### config.mk
export PLATFORM = sky130hd
export DESIGN_NAME = sk6812_led_top
export DESIGN_NICKNAME = d
export VERILOG_FILES = /design/src/rtl/sk6812_pkg.sv /design/src/rtl/sk6812_tx.sv /design/src/rtl/sk6812_led_top.sv
export SDC_FILE = /design/constraint.sdc
export NUM_CORES = 1
export LEC_CHECK = 0
export ABC_AREA = 1
export BUFFER_PORTS_ARGS = -buffer_cell sky130_fd_sc_hd__buf_2
export CORE_ASPECT_RATIO = 2
export CORE_MARGIN = 10
export CORE_UTILIZATION = 40
export CTS_CLUSTER_DIAMETER = 40
export DETAILED_ROUTE_END_ITERATION = 16
export SLEW_MARGIN = 5
export SYNTH_ARGS = -nofsm -noshare
export SYNTH_HDL_FRONTEND = slang
export SYNTH_HIERARCHICAL = 1
export SYNTH_SLANG_ARGS = --single-unit
export TNS_END_PERCENT = 20
### constraint.sdc
create_clock -name sys_clk -period 3.1 [get_ports sys_clk]
set_input_delay 0.31 -clock sys_clk [delete_from_list [all_inputs] [get_ports sys_clk]]
set_output_delay 0.31 -clock sys_clk [all_outputs]
set_load 0.01 [all_outputs]
### src/rtl/sk6812_pkg.sv
// Shared definitions for the SK6812 LED chain driver: timing helpers, palette,
// state encoding and word width. Optional feature macro: SK6812_RGBW_EN
// (32-bit GRBW words instead of 24-bit GRB words).
package sk6812_pkg;

`ifdef SK6812_RGBW_EN
  localparam int unsigned WORD_W = 32;
`else
  localparam int unsigned WORD_W = 24;
`endif
  localparam int unsigned BIT_W = $clog2(WORD_W);

  typedef enum logic {
    S_GAP,
    S_BIT
  } state_t;

  // Pulse durations in nanoseconds.
  localparam int unsigned BIT_NS = 1200;
  localparam int unsigned T0H_NS = 300;
  localparam int unsigned T1H_NS = 600;
  localparam int unsigned RST_NS = 80000;

  // round(clk_hz * ns * 1e-9) in 64-bit integer arithmetic.
  function automatic int unsigned cyc_ns(input int unsigned clk_hz, input int unsigned ns);
    return 32'((64'(clk_hz) * 64'(ns) + 64'd500_000_000) / 64'd1_000_000_000);
  endfunction

  localparam int unsigned DEF_CLK_HZ = 50_000_000;
  localparam int unsigned BIT_CYC = cyc_ns(DEF_CLK_HZ, BIT_NS);
  localparam int unsigned T0H_CYC = cyc_ns(DEF_CLK_HZ, T0H_NS);
  localparam int unsigned T1H_CYC = cyc_ns(DEF_CLK_HZ, T1H_NS);
  localparam int unsigned RST_CYC = cyc_ns(DEF_CLK_HZ, RST_NS);

  // Palette entries as GRB.
  localparam logic [23:0] PALETTE [8] = '{
    24'h00FF00, 24'hFF0000, 24'h0000FF, 24'hFFFF00,
    24'hFF00FF, 24'h00FFFF, 24'hFFFFFF, 24'h000000
  };

  // Full serial word for a palette index; white also lights the W channel.
  function automatic logic [WORD_W-1:0] palette_word(input logic [2:0] idx);
`ifdef SK6812_RGBW_EN
    return {PALETTE[idx], (idx == 3'd6) ? 8'hFF : 8'h00};
`else
    return PALETTE[idx];
`endif
  endfunction

endpackage

### src/rtl/sk6812_tx.sv
// Bit serialiser: shapes one SK6812 slot from the selected word bit and the
// slot cycle counter; the pin is driven straight from a flop.
module sk6812_tx
  import sk6812_pkg::*;
#(
  parameter int unsigned CNT_W   = 12,
  parameter int unsigned T0H_LEN = 15,
  parameter int unsigned T1H_LEN = 30
) (
  input  logic              clk,
  input  logic              rst,
  input  logic              active,
  input  logic [WORD_W-1:0] word,
  input  logic [BIT_W-1:0]  bit_idx,
  input  logic [CNT_W-1:0]  slot_cnt,
  output logic              dout
);

  logic [BIT_W-1:0] sel;
  logic             bit_val;
  logic [CNT_W-1:0] high_len;

  // MSB-first bit select and high-time for the current slot.
  always_comb begin
    sel      = BIT_W'(WORD_W - 1) - bit_idx;
    bit_val  = word[sel];
    high_len = bit_val ? CNT_W'(T1H_LEN) : CNT_W'(T0H_LEN);
  end

  // Registered pin level; high for the leading part of each active slot.
  always_ff @(posedge clk or posedge rst) begin
    if (rst) dout <= 1'b0;
    else     dout <= active && (slot_cnt < high_len);
  end

endmodule

### src/rtl/sk6812_led_top.sv
// SK6812 chain driver: walks gap and bit slots, owns LED/frame/step counters
// and the palette lookup, and feeds sk6812_tx. Optional feature macro:
// SK6812_RGBW_EN (32-bit GRBW words).
module sk6812_led_top
  import sk6812_pkg::*;
#(
  parameter int unsigned CLK_HZ    = 50_000_000,
  parameter int unsigned NUM_LEDS  = 8,
  parameter int unsigned FRAME_DIV = 64
) (
  input  logic sys_clk,
  input  logic sys_rst,
  output logic led_dout
);

  localparam int unsigned BIT_LEN = cyc_ns(CLK_HZ, BIT_NS);
  localparam int unsigned T0H_LEN = cyc_ns(CLK_HZ, T0H_NS);
  localparam int unsigned T1H_LEN = cyc_ns(CLK_HZ, T1H_NS);
  localparam int unsigned GAP_LEN = cyc_ns(CLK_HZ, RST_NS);
  localparam int unsigned CNT_MAX = (GAP_LEN > BIT_LEN) ? GAP_LEN : BIT_LEN;
  localparam int unsigned CNT_W   = (CNT_MAX > 2) ? $clog2(CNT_MAX) : 1;
  localparam int unsigned FRM_W   = (FRAME_DIV > 1) ? $clog2(FRAME_DIV) : 1;

  state_t            state, state_n;
  logic [CNT_W-1:0]  cnt, cnt_n;
  logic [BIT_W-1:0]  bit_idx, bit_idx_n;
  logic [7:0]        led_idx, led_idx_n;
  logic [FRM_W-1:0]  frame_cnt, frame_cnt_n;
  logic [2:0]        step, step_n;
  logic [WORD_W-1:0] word;

  // Colour of the LED being sent, rotated by the animation step.
  assign word = palette_word(3'(led_idx[2:0] + step));

  // State and counter registers.
  always_ff @(posedge sys_clk or posedge sys_rst) begin
    if (sys_rst) begin
      state     <= S_GAP;
      cnt       <= '0;
      bit_idx   <= '0;
      led_idx   <= '0;
      frame_cnt <= '0;
      step      <= '0;
    end else begin
      state     <= state_n;
      cnt       <= cnt_n;
      bit_idx   <= bit_idx_n;
      led_idx   <= led_idx_n;
      frame_cnt <= frame_cnt_n;
      step      <= step_n;
    end
  end

  // Next-state: gap countdown, back-to-back bit slots, frame/step advance.
  always_comb begin
    state_n     = state;
    cnt_n       = cnt + CNT_W'(1);
    bit_idx_n   = bit_idx;
    led_idx_n   = led_idx;
    frame_cnt_n = frame_cnt;
    step_n      = step;
    case (state)
      S_GAP: begin
        if (cnt == CNT_W'(GAP_LEN - 1)) begin
          state_n   = S_BIT;
          cnt_n     = '0;
          bit_idx_n = '0;
          led_idx_n = '0;
        end
      end
      S_BIT: begin
        if (cnt == CNT_W'(BIT_LEN - 1)) begin
          cnt_n = '0;
          if (bit_idx == BIT_W'(WORD_W - 1)) begin
            bit_idx_n = '0;
            if (led_idx == 8'(NUM_LEDS - 1)) begin
              state_n   = S_GAP;
              led_idx_n = '0;
              if (frame_cnt == FRM_W'(FRAME_DIV - 1)) begin
                frame_cnt_n = '0;
                step_n      = step + 3'd1;
              end else begin
                frame_cnt_n = frame_cnt + FRM_W'(1);
              end
            end else begin
              led_idx_n = led_idx + 8'd1;
            end
          end else begin
            bit_idx_n = bit_idx + BIT_W'(1);
          end
        end
      end
      default: state_n = S_GAP;
    endcase
  end

  sk6812_tx #(
    .CNT_W  (CNT_W),
    .T0H_LEN(T0H_LEN),
    .T1H_LEN(T1H_LEN)
  ) u_tx (
    .clk     (sys_clk),
    .rst     (sys_rst),
    .active  (state == S_BIT),
    .word    (word),
    .bit_idx (bit_idx),
    .slot_cnt(cnt),
    .dout    (led_dout)
  );

endmodule

# After elaboration in Yosys (flattened, before gate mapping)
# Memories as Yosys holds them, arrays and structs flattened.
# Index checks and enable logic that the tools add are counted.
dict set report totals {
  reg_bits 36
  output_inout_bits 1
  inputBits 2
  romBits 192
  mem_count 1
}
# memory depth word_bits read_ports rd_ports_with_merged_regs wr line_no
set mem_list {}
lappend mem_list {{(name not given)} 8 24 1 0 0 sk6812_pkg.sv:46} ;# return PALETTE[idx];
dict set report classes {
  eq_ne 8
  reduce_logical 5
  order_cmp 3
  addsub 7
  n_mux 23
  bitwise_logic 2
}
# operator count
set op_table {}
lappend op_table {{24-bit 2-to-1 mux} 2}
lappend op_table {{8-bit 2-to-1 mux} 4}
lappend op_table {{12-bit 2-to-1 mux} 2}
lappend op_table {{12-bit case mux with 2 select lines} 1}
lappend op_table {{5-bit 2-to-1 mux} 4}
lappend op_table {{8-bit case mux with 2 select lines} 1}
lappend op_table {{12-bit by 1-bit adder with 12-bit output, second input constant} 1}
lappend op_table {{12-bit equality test, second input constant} 1}
lappend op_table {{12-bit by 6-bit equality test with 1-bit output, second input constant} 1}
lappend op_table {{12-bit less-than comparator} 1}
lappend op_table {{5-bit case mux with 2 select lines} 1}
lappend op_table {{8-bit by 1-bit adder with 8-bit output, second input constant} 1}
lappend op_table {{8-bit by 3-bit equality test with 1-bit output, second input constant} 1}
lappend op_table {{6-bit by 1-bit adder with 6-bit output, second input constant} 1}
lappend op_table {{6-bit equality test, second input constant} 1}
lappend op_table {{5-bit by 6-bit less-than comparator with 1-bit output, second input constant} 1}
lappend op_table {{6-bit 2-to-1 mux} 1}
lappend op_table {{5-bit by 1-bit adder with 5-bit output, second input constant} 1}
lappend op_table {{1-bit binary-select mux with 5-bit select} 1}
lappend op_table {{5-bit equality test, second input constant} 1}
lappend op_table {{1-bit 2-to-1 mux} 5}
lappend op_table {{5-bit AND reduction} 1}
lappend op_table {{5-bit subtractor, first input constant} 1}
lappend op_table {{4-bit greater-or-equal comparator, second input constant} 1}
lappend op_table {{11 further kinds} 12}

# Longest topological paths before layout
# Gate-level depths: netlist of run 1.
dict set report depth {
  depth_word 10
  ltp_mapped 17
}

# Modules after synthesis
# The synthesis of run 1 kept the hierarchy.
# module area_per_inst_um2 instances cells_per_inst
set by_module_without_submodules {}
lappend by_module_without_submodules {sk6812_led_top 2217.1 1 300}
lappend by_module_without_submodules {sk6812_tx 354.1 1 73}

# Least setup slack after synthesis of run 1
# OpenSTA, ideal clock, no wires.
dict set report synth_timing {
  path_type {reg2reg}
  start {reg led_idx[0]}
  end {reg u_tx.dout}
  n_path_buf 0
  required_ns 2.972
  path_slack_ns 0.070
  arrival_ns 2.902
  path_stages_with_launch 17
  path_cell_list {dfrtp_1 > ha_1 > inv_1 > fa_1 > xnor2_1 > xnor2_1 > o21ai_0 > nand2_1 > nand3_1 > nand3_1 > nand2_1 > nand2_1 > and3_1 > ha_1 > inv_1 > nor4_1 > a21oi_1}
}
dict set report synth_between {
  elab_chain_cells 10
}
# element line_no
set synth_rtl {}
lappend synth_rtl {{start, declared} sk6812_led_top.sv:27} ;# logic [7:0] led_idx, led_idx_n;
lappend synth_rtl {{start signal, assigned} sk6812_led_top.sv:48} ;# led_idx <= led_idx_n;
lappend synth_rtl {{3-bit adder} sk6812_led_top.sv:33} ;# assign word = palette_word(3'(led_idx[2:0] + step));
lappend synth_rtl {{3-bit inverter with 4-bit output (implied by the code)} sk6812_pkg.sv:46}
lappend synth_rtl {{memory 8 x 24 bit} -}
lappend synth_rtl {{24-bit 2-to-1 mux (implied by the code) (2 in series)} sk6812_pkg.sv:46}
lappend synth_rtl {{via word[0]} sk6812_led_top.sv:30} ;# logic [WORD_W-1:0] word;
lappend synth_rtl {{1-bit binary-select mux with 5-bit select} sk6812_tx.sv:26} ;# bit_val = word[sel];
lappend synth_rtl {{1-bit 2-to-1 mux (implied by the code)} sk6812_tx.sv:26}
lappend synth_rtl {{5-bit 2-to-1 mux} sk6812_tx.sv:27} ;# high_len = bit_val ? CNT_W'(T1H_LEN) : CNT_W'(T0H_LEN);
lappend synth_rtl {{12-bit less-than comparator} sk6812_tx.sv:33} ;# else dout <= active && (slot_cnt < high_len);
lappend synth_rtl {{1-bit logical AND} sk6812_tx.sv:33}
lappend synth_rtl {{end signal, assigned} sk6812_tx.sv:33}
lappend synth_rtl {{end, declared} sk6812_tx.sv:16} ;# output logic dout
# The timed path passes the listed nets, and every way through them passes these cells. The select of a mux whose other input is x is not followed.
# A chain may end at the register's enable or synchronous reset.

# Worst setup path after layout of run 1
# Same ends and word-level chain as after synthesis.

==> results of run 1 <==
-- worst max-delay path by stage --
stage / endpoint / cells past startpoint / slack (ns) / startpoint
2_1_floorplan: u_tx/dout / 16 / 0.07 / led_idx[0]
3_3_place_gp: u_tx/dout / 17 / 0.15 / step[0]
3_5_place_dp: u_tx/dout / 17 / 0.02 / step[0]
4_1_cts: u_tx/dout / 17 / 0.002 / step[0]
5_1_grt: u_tx/dout / 17 / 0.05 / led_idx[0]
6_report: u_tx/dout / 17 / 0.28 / led_idx[0]
-- power by group through the flow --
stage               Combinational (µW)  Sequential [µW]  Clock [µW]
floorplan                         7.02              478           0
global placement                  12.2              478           0
detailed placement                12.1              478           0
CTS                               13.1              470         489
global route                      14.3              470         508
finish                            12.1              470         475
-- sequential cells by signal, indices dropped and copies added (netlist names) --
name       cells
frame_cnt      6
led_idx        8
bit_idx        5
step           3
cnt           12
u_tx/dout      1
state          1
-- what timing repair did --
action	in CTS	in global routing
resized for setup	0	5
setup buffers	0	1
hold buffers	1	0
hold endpoints to repair	1	0
setup endpoints to repair	0	1
-- final cells by class --
class / count / area share (%)
clock buffers: 6 / 4.50
inverters: 50 / 6.55
clock inverters: 1 / 0.175
repair buffers: 10 / 2.53
multi-input cells: 281 / 51.0
well taps: 86 / 3.76
flip-flops and latches: 36 / 31.5
-- stage by stage --
stage	cells	setup WS, ns	hold slack [ns]	util [%]	power, µW
final	470	0.277	0.415	45.8	957
after global routing	470	0.0480	0.420	45.8	993
after CTS	469	0.00245	0.412	45.3	972
after detailed placement	461	0.0192	0.158	43.0	491
after global placement	461	0.147	0.154	43.0	491
after floorplan	373	0.0704	0.0387	-	486
-- cells in the mapped netlist, types with 2 or more instances --
master   instances  share of area (%)
dfrtp_1         36                 35
o21ai_0          8                1.6
nor2_1          41                6.0
nand4_1          5                1.2
or2_2            2               0.49
nor2_2           3               0.73
nor3b_1          2               0.58
xnor2_1          4                1.4
a21oi_1          2               0.39
nand2_4          3                1.3
nand2_1        118                 17
xor2_1          12                4.1
nand3_1         49                9.5
buf_6            2               0.88
nand2_2          5                1.2
inv_1           47                6.9
nand3_2          3                1.2
inv_2            3               0.44
ha_1             7                3.4
nor3_1           6                1.2
nor4_1           2               0.49
buf_2            3               0.58
-- cell families (layout without fill, tap and decap cells) --
logic type,Yosys count,in the layout
xor gates and xnor gates,16,16
buffers and inverters,56,67
DFF,36,36
AOI/OAI and AO/OA,12,12
and+or+nand+nor,245,245
adders and majority gates,8,8
-- worst register-to-register path, cell delays in order, from the launching register on --
cell	delay, ns
dfrtp_1	0.36
ha_1	0.15
inv_1	0.05
fa_2	0.35
xnor2_2	0.16
xnor2_2	0.25
xor2_1	0.16
buf_4	0.16
nand2_1	0.06
nand3_1	0.10
nand3_1	0.08
nand2_1	0.08
nand2_1	0.06
and3_1	0.16
ha_1	0.26
inv_1	0.04
nor4_2	0.13
a21oi_1	0.10
-- routing by layer --
layer,wire [µm],GRT usage [%],vias up
li1,-,-,1191
met1,2140,11.1,1078
met2,3380,23.4,36
met3,140,2.02,16
met4,229,7.28,0
met5,0,0,-
==> impl_results.rst, run 1 <==
.. list-table::
   :header-rows: 1

   * - Metric
     - Value
   * - CTS root buffer
     - clkbuf_16
   * - Die height
     - 133 µm
   * - Adder-cell share of the synthesized area
     - under 10%
   * - Clock Latency Late Sink
     - between 0.2 and 0.3 ns
   * - Slowest library cell on the worst path
     - dfrtp_1
   * - Number of standard cells after synthesis
     - approximately 370
   * - Detailed Route Iter0 Violations
     - 87
   * - Most common cell after layout, fill and taps aside
     - nand2_1
   * - Placement row count
     - slightly above 40
   * - Number of detailed-route iterations in the first pass
     - 4
   * - Number of nets in the layout
     - between 300 and 400
   * - Synth Area per Inst
     - 6.89 µm²
   * - Layout overhead on the synthesized area
     - 11.4%
   * - Type of destination of the critical path
     - flip-flop
   * - Area used by sequential logic in the layout
     - between 900 and 1000 µm²
   * - Leading register cell type out of synthesis
     - dfrtp_1
   * - Standard cell core area
     - approximately 6300 µm²
   * - Commonest cells after routing, fill and taps aside
     - nand2_1, nand3_1, inv_1
   * - Basic-gate share of the synthesized area counting and, or, nand and nor cells
     - between 40% and 50%
   * - Overall die area
     - around 10,000 µm²
   * - Min Tclk post-route
     - approximately 2.8 ns
   * - Peak supply drop
     - ~0.33 mV
   * - I/O pin total
     - 3
   * - Total area of multi-input combinational cells
     - ~1500 µm²
   * - Synthesized area
     - 2570 µm²
   * - Overall die width
     - approximately 77 µm
   * - Pin count of the biggest net entering global routing
     - 36
   * - Compound-cell area share of the yosys netlist
     - under 10%
   * - Reported net switching power
     - a little under 200 µW
   * - Final Hold Viols
     - 0
   * - Proportion of power drawn by the clock network
     - between 40% and 50%
   * - Async S/R FF share, synth
     - 100%
   * - Total DRC errors in the routed layout
     - 0
   * - Max-cap violations
     - 0
   * - Effective utilization at floorplan
     - between 40% and 50%
   * - P_int
     - between 700 and 800 µW
   * - Min-Delay Path Class
     - in -> async
   * - Routed length per placed instance
     - ~13 µm
   * - Post-route antenna net violation count
     - 0
   * - Capture point of the worst reg-to-reg path
     - u_tx/dout
   * - Max Clk Rate
     - ~350 MHz
   * - Result of the run
     - finished clean
   * - Setup crit start kind
     - flip-flop
   * - RR Startpoint
     - led_idx[0]
   * - CTS Buffer Depth
     - 2
   * - Antenna violations before repair
     - 0
   * - Switching part of the total power
     - between 20% and 30%
   * - Comb pwr share
     - between 1 and 1.5%
   * - Number of setup violations in the final report
     - 0
   * - Number of buffer cells added on primary ports
     - 2
   * - Number of filler instances in the final layout
     - 666
   * - Total Negative Setup Slacks
     - 0 ns
   * - Area of placed instances
     - 2690 µm²
   * - Wire length after detailed routing
     - slightly below 6000 µm
   * - Setup repair after global routing missed its margin
     - false
   * - # diodes
     - 0
   * - Design area
     - around 2900 µm²
   * - Worst path cell trace
     - ha_1 > inv_1 > fa_2 > xnor2_2 > xnor2_2 > xor2_1 > buf_4 > nand2_1 > nand3_1 > nand3_1 > nand2_1 > nand2_1 > and3_1 > ha_1 > inv_1 > nor4_2 > a21oi_1
   * - Sequential fraction of design power
     - between 40 and 50%
   * - Most frequent cell on the critical path
     - nand2_1
   * - Number of CTS-inserted buffers
     - 5
   * - Overflow after GRT
     - 0
   * - Ratio of cells with drive above 1 in the final layout
     - a little over a tenth
   * - Mapped Nets
     - approximately 380
   * - Max stage delay on crit path
     - about 0.36 ns
   * - Routed vias
     - ~2,300
   * - Clock sink count
     - 36
   * - Half-perimeter wire length after detailed placement
     - 4510 µm
   * - Wire length of the first global-routing pass
     - roughly 10,000 µm
   * - Clock tree from TritonCTS
     - done
   * - Number of register bits inferred by synthesis
     - 36
   * - Number of vias per cell after detailed routing
     - between 4 and 5
   * - Slew at the pin closest to its max-slew limit
     - about 0.51 ns
   * - Critical path buffer and inverter count
     - 3
   * - Cell type group with the largest total delay on the critical path
     - adder cells
   * - Final cycle utilization of the critical path
     - roughly 91%
   * - Arrival time at the worst endpoint
     - 2.98 ns
   * - Depth of the most critical reg-to-reg path
     - 17
   * - Clock transition at the register clock pins on the worst setup and hold paths after CTS
     - approximately 0.05 ns
   * - Final max-slew violation count
     - 0
   * - Leakage dissipation
     - between 0.001 and 0.0015 µW
   * - Global router's overall resource usage
     - about 12%
   * - Routability cong.
     - around 0.86
   * - Setup slack of the worst register-to-register path
     - ~0.28 ns
   * - Count of different cell masters after synthesis
     - 32
   * - Xor and xnor area share after synthesis
     - under 10%
   * - Multiplexer fraction of the synthesized cell area
     - 0%
   * - Yosys Warn Count
     - 6
   * - H-Tree Depth
     - 2
   * - Path type of the worst setup path
     - reg -> reg
   * - Rel. slew slack
     - between 60% and 70%
   * - Maximum clock skew at final layout
     - between 0.004 and 0.005 ns
   * - Number of flops mapped to enable cells by yosys
     - 0
   * - Power density over the cells
     - 334 nW/µm²
   * - Highest net fanout along the worst path
     - 8
   * - Required time reported for the critical path endpoint
     - 3.26 ns
   * - Combinational family with the most area after synthesis
     - simple AND/OR/NAND/NOR gates
   * - Proportion of synthesized chip area in sequential cells
     - about a third
   * - Via count of the first global-routing pass
     - 2,289
Note: power is estimated with default switching activity, not from simulation.
==> inputs of run 2 (changes only) <==
Clock period 3.1 ns to 2.7 ns, I/O delays scaled along.
==> run 2 against run 1 <==
  * The run now ends with negative setup slack left
  * Maximum frequency down 3.0%
  * Setup slack worse by 0.49 ns
  * Design area up 4.6%
  * Critical path depth down 1
  * Largest cell class unchanged
  * First-iteration DRC count up 66%
  * Global-route usage up 0.076 points
  * Clock skew up 0.0017 ns
  * Clock-buffer cell count up 1
  * Hold slack worse by 0.037 ns
==> impl_results.rst, run 2 (synthesis gave the netlist of run 1 again) <==
.. list-table::
   :header-rows: 1

   * - Metric
     - Value
   * - Antenna violations before repair
     - 0
   * - CTS Buffer Depth
     - 2
   * - Routability cong.
     - 0.888
   * - Die height
     - about 130 µm
   * - Number of flip-flops under the largest register name
     - 12
   * - CTS root buffer
     - clkbuf_16
   * - Final max-slew violation count
     - 0
   * - Overall die width
     - 76.7 µm
   * - Critical path buffer and inverter count
     - 2
   * - Layout overhead on the synthesized area
     - 16.5%
   * - Number of CTS-inserted buffers
     - 5
   * - Arrival time at the worst endpoint
     - 3.08 ns
   * - Largest regs
     - cnt x12, led_idx x8, frame_cnt x6
   * - Critical Path Start
     - step[0]
   * - Cell type group with the largest total delay on the critical path
     - XOR/XNOR gates
   * - Ratio of cells with drive above 1 in the final layout
     - 14.1%
   * - Clock tree from TritonCTS
     - done
   * - Commonest cells after routing, fill and taps aside
     - nand2_1, inv_1, nand3_1
   * - Maximum clock skew at final layout
     - roughly 0.0059 ns
   * - Post-route antenna net violation count
     - 0
   * - Power density over the cells
     - roughly 420 nW/µm²
   * - Most frequent cell on the critical path
     - nand2_1
   * - Wire length of the first global-routing pass
     - between 10,000 and 15,000 µm
   * - Area of placed instances
     - 2760 µm²
   * - Type of destination of the critical path
     - flip-flop
   * - Peak supply drop
     - roughly 0.49 mV
   * - Leakage dissipation
     - roughly 0.0015 µW
   * - H-Tree Depth
     - 2
   * - Endpoint of the worst setup timing path
     - u_tx/dout
   * - Most flop-heavy register
     - cnt
   * - Highest net fanout along the worst path
     - 8
   * - Slew at the pin closest to its max-slew limit
     - roughly 0.83 ns
   * - Number of setup violations in the final report
     - 1
   * - Via count of the first global-routing pass
     - 2,344
   * - Number of filler instances in the final layout
     - approximately 670
   * - Number of nets in the layout
     - 400
   * - Min-Delay Path Class
     - in -> async
   * - Stages on the worst setup path
     - 16
   * - Routed length per placed instance
     - between 10 and 15 µm
   * - Half-perimeter wire length after detailed placement
     - around 4400 µm
   * - Depth of the most critical reg-to-reg path
     - 16
   * - Clock transition at the register clock pins on the worst setup and hold paths after CTS
     - 0.06 ns
   * - Effective utilization at floorplan
     - between 40% and 50%
   * - Overflow after GRT
     - 0
   * - Detailed Route Iter0 Violations
     - approximately 140
   * - Max Clk Rate
     - 344 MHz
   * - Failing checks
     - negative setup slack
   * - Worst path cell trace
     - ha_1 > inv_1 > fa_2 > xnor2_2 > xnor2_2 > xor2_2 > nand2_1 > nand3_1 > nand3_1 > nand2_1 > nand2_1 > and3_1 > ha_1 > inv_1 > nor4_2 > a21oi_1
   * - Number of detailed-route iterations in the first pass
     - 4
   * - Setup WS post-layout
     - -0.209 ns
   * - RR Startpoint
     - step[0]
   * - Slowest library cell on the worst path
     - dfrtp_1
   * - Wire length after detailed routing
     - roughly 5700 µm
   * - Design area
     - between 2000 and 3000 µm²
   * - Required time reported for the critical path endpoint
     - between 2 and 3 ns
   * - Global router's overall resource usage
     - approximately 12%
   * - Total power after layout
     - 1260 µW
   * - Clock Latency Late Sink
     - 0.28 ns
   * - Min Tclk post-route
     - ~2.9 ns
   * - Overall die area
     - 10,200 µm²
   * - Final Hold Viols
     - 0
   * - Pin count of the biggest net entering global routing
     - 21
   * - Standard cell core area
     - approximately 6300 µm²
   * - Placement row count
     - between 40 and 50
   * - I/O pin total
     - 3
   * - Routed vias
     - approximately 2,300
   * - Number of buffer cells added on primary ports
     - 2
   * - Capture point of the worst reg-to-reg path
     - u_tx/dout
   * - # diodes
     - 0
   * - Post-route core utilization
     - between 40% and 50%
   * - Most common cell after layout, fill and taps aside
     - nand2_1
   * - Max-cap violations
     - 0
   * - Total DRC errors in the routed layout
     - 0
   * - Setup crit start kind
     - flip-flop
   * - Max stage delay on crit path
     - 0.36 ns
   * - Setup slack of the worst register-to-register path
     - -0.21 ns
   * - Number of vias per cell after detailed routing
     - 4.86
   * - Result of the run
     - complete, but fails checks
   * - Rel. slew slack
     - 44.7%
   * - Path type of the worst setup path
     - reg -> reg
   * - Clock sink count
     - 36
   * - Final cycle utilization of the critical path
     - 108%
   * - Setup repair after global routing missed its margin
     - true
run 2: worst register-to-register path: stages (launching register included):
cell and delay (ns):
dfrtp_1 0.36, ha_1 0.15, inv_1 0.05, fa_2 0.35
xnor2_2 0.16, xnor2_2 0.33, xor2_2 0.33, nand2_1 0.08
nand3_1 0.10, nand3_1 0.07, nand2_1 0.09, nand2_1 0.06
and3_1 0.14, ha_1 0.27, inv_1 0.04, nor4_2 0.12
a21oi_1 0.09
run 2: how the worst min path moves through the flow:
| stage | to | cells past startpoint | slack (ns) |
|---|---|---|---|
| floorplan | u_tx/dout | 1 | -0.001 |
| global placement | u_tx/dout | 2 | 0.12 |
| detailed placement | u_tx/dout | 2 | 0.12 |
| CTS | u_tx/dout | 3 | 0.38 |
| global route | u_tx/dout | 3 | 0.39 |
| finish | u_tx/dout | 3 | 0.38 |
run 2: through the flow:
| step | instances | TNS (ns) | worst slack (ns) | hold WS, ns |
|---|---|---|---|---|
| floorplan | 373 | -0.116 | -0.116 | -0.00129 |
| global placement | 466 | -0.160 | -0.160 | 0.116 |
| detailed placement | 466 | -0.275 | -0.275 | 0.121 |
| CTS | 476 | -0.240 | -0.240 | 0.379 |
| global route | 477 | -0.401 | -0.401 | 0.390 |
| finish | 477 | -0.209 | -0.209 | 0.378 |
run 2: timing repair:
item                                    CTS  global route
resized for setup                         0             5
hold endpoints to repair                  1             0
pin swaps                                 3             9
endpoints found under the setup margin    1             1
setup buffers                             1             1
hold buffers                              1             0
run 2: cell type report:
cell class	instances	area (µm²)	area share (%)
clock inverters	1	30.0	1.00
clock buffers	7	153	5.10
well taps	86	108	3.59
inverters	50	188	6.27
flip-flops and latches	36	901	30.1
repair buffers	16	121	4.05
multi-input cells	281	1500	49.9
run 2: power by group:
group / internal (µW) / switching [µW] / total (µW)
Sequential: 540 / 0 / 540
Combinational: 3.53 / 11.8 / 15.4
Clock: 486 / 222 / 708
run 2: layer usage:
| metal | track usage [%] | part of all wire, % | wire length (µm) |
|---|---|---|---|
| met3 | 2.49 | 2.5 | 143 |
| met4 | 6.24 | 2.4 | 138 |
| met5 | 0 | 0 | 0 |
| met2 | 23.2 | 56 | 3230 |
| met1 | 11.6 | 39 | 2230 |
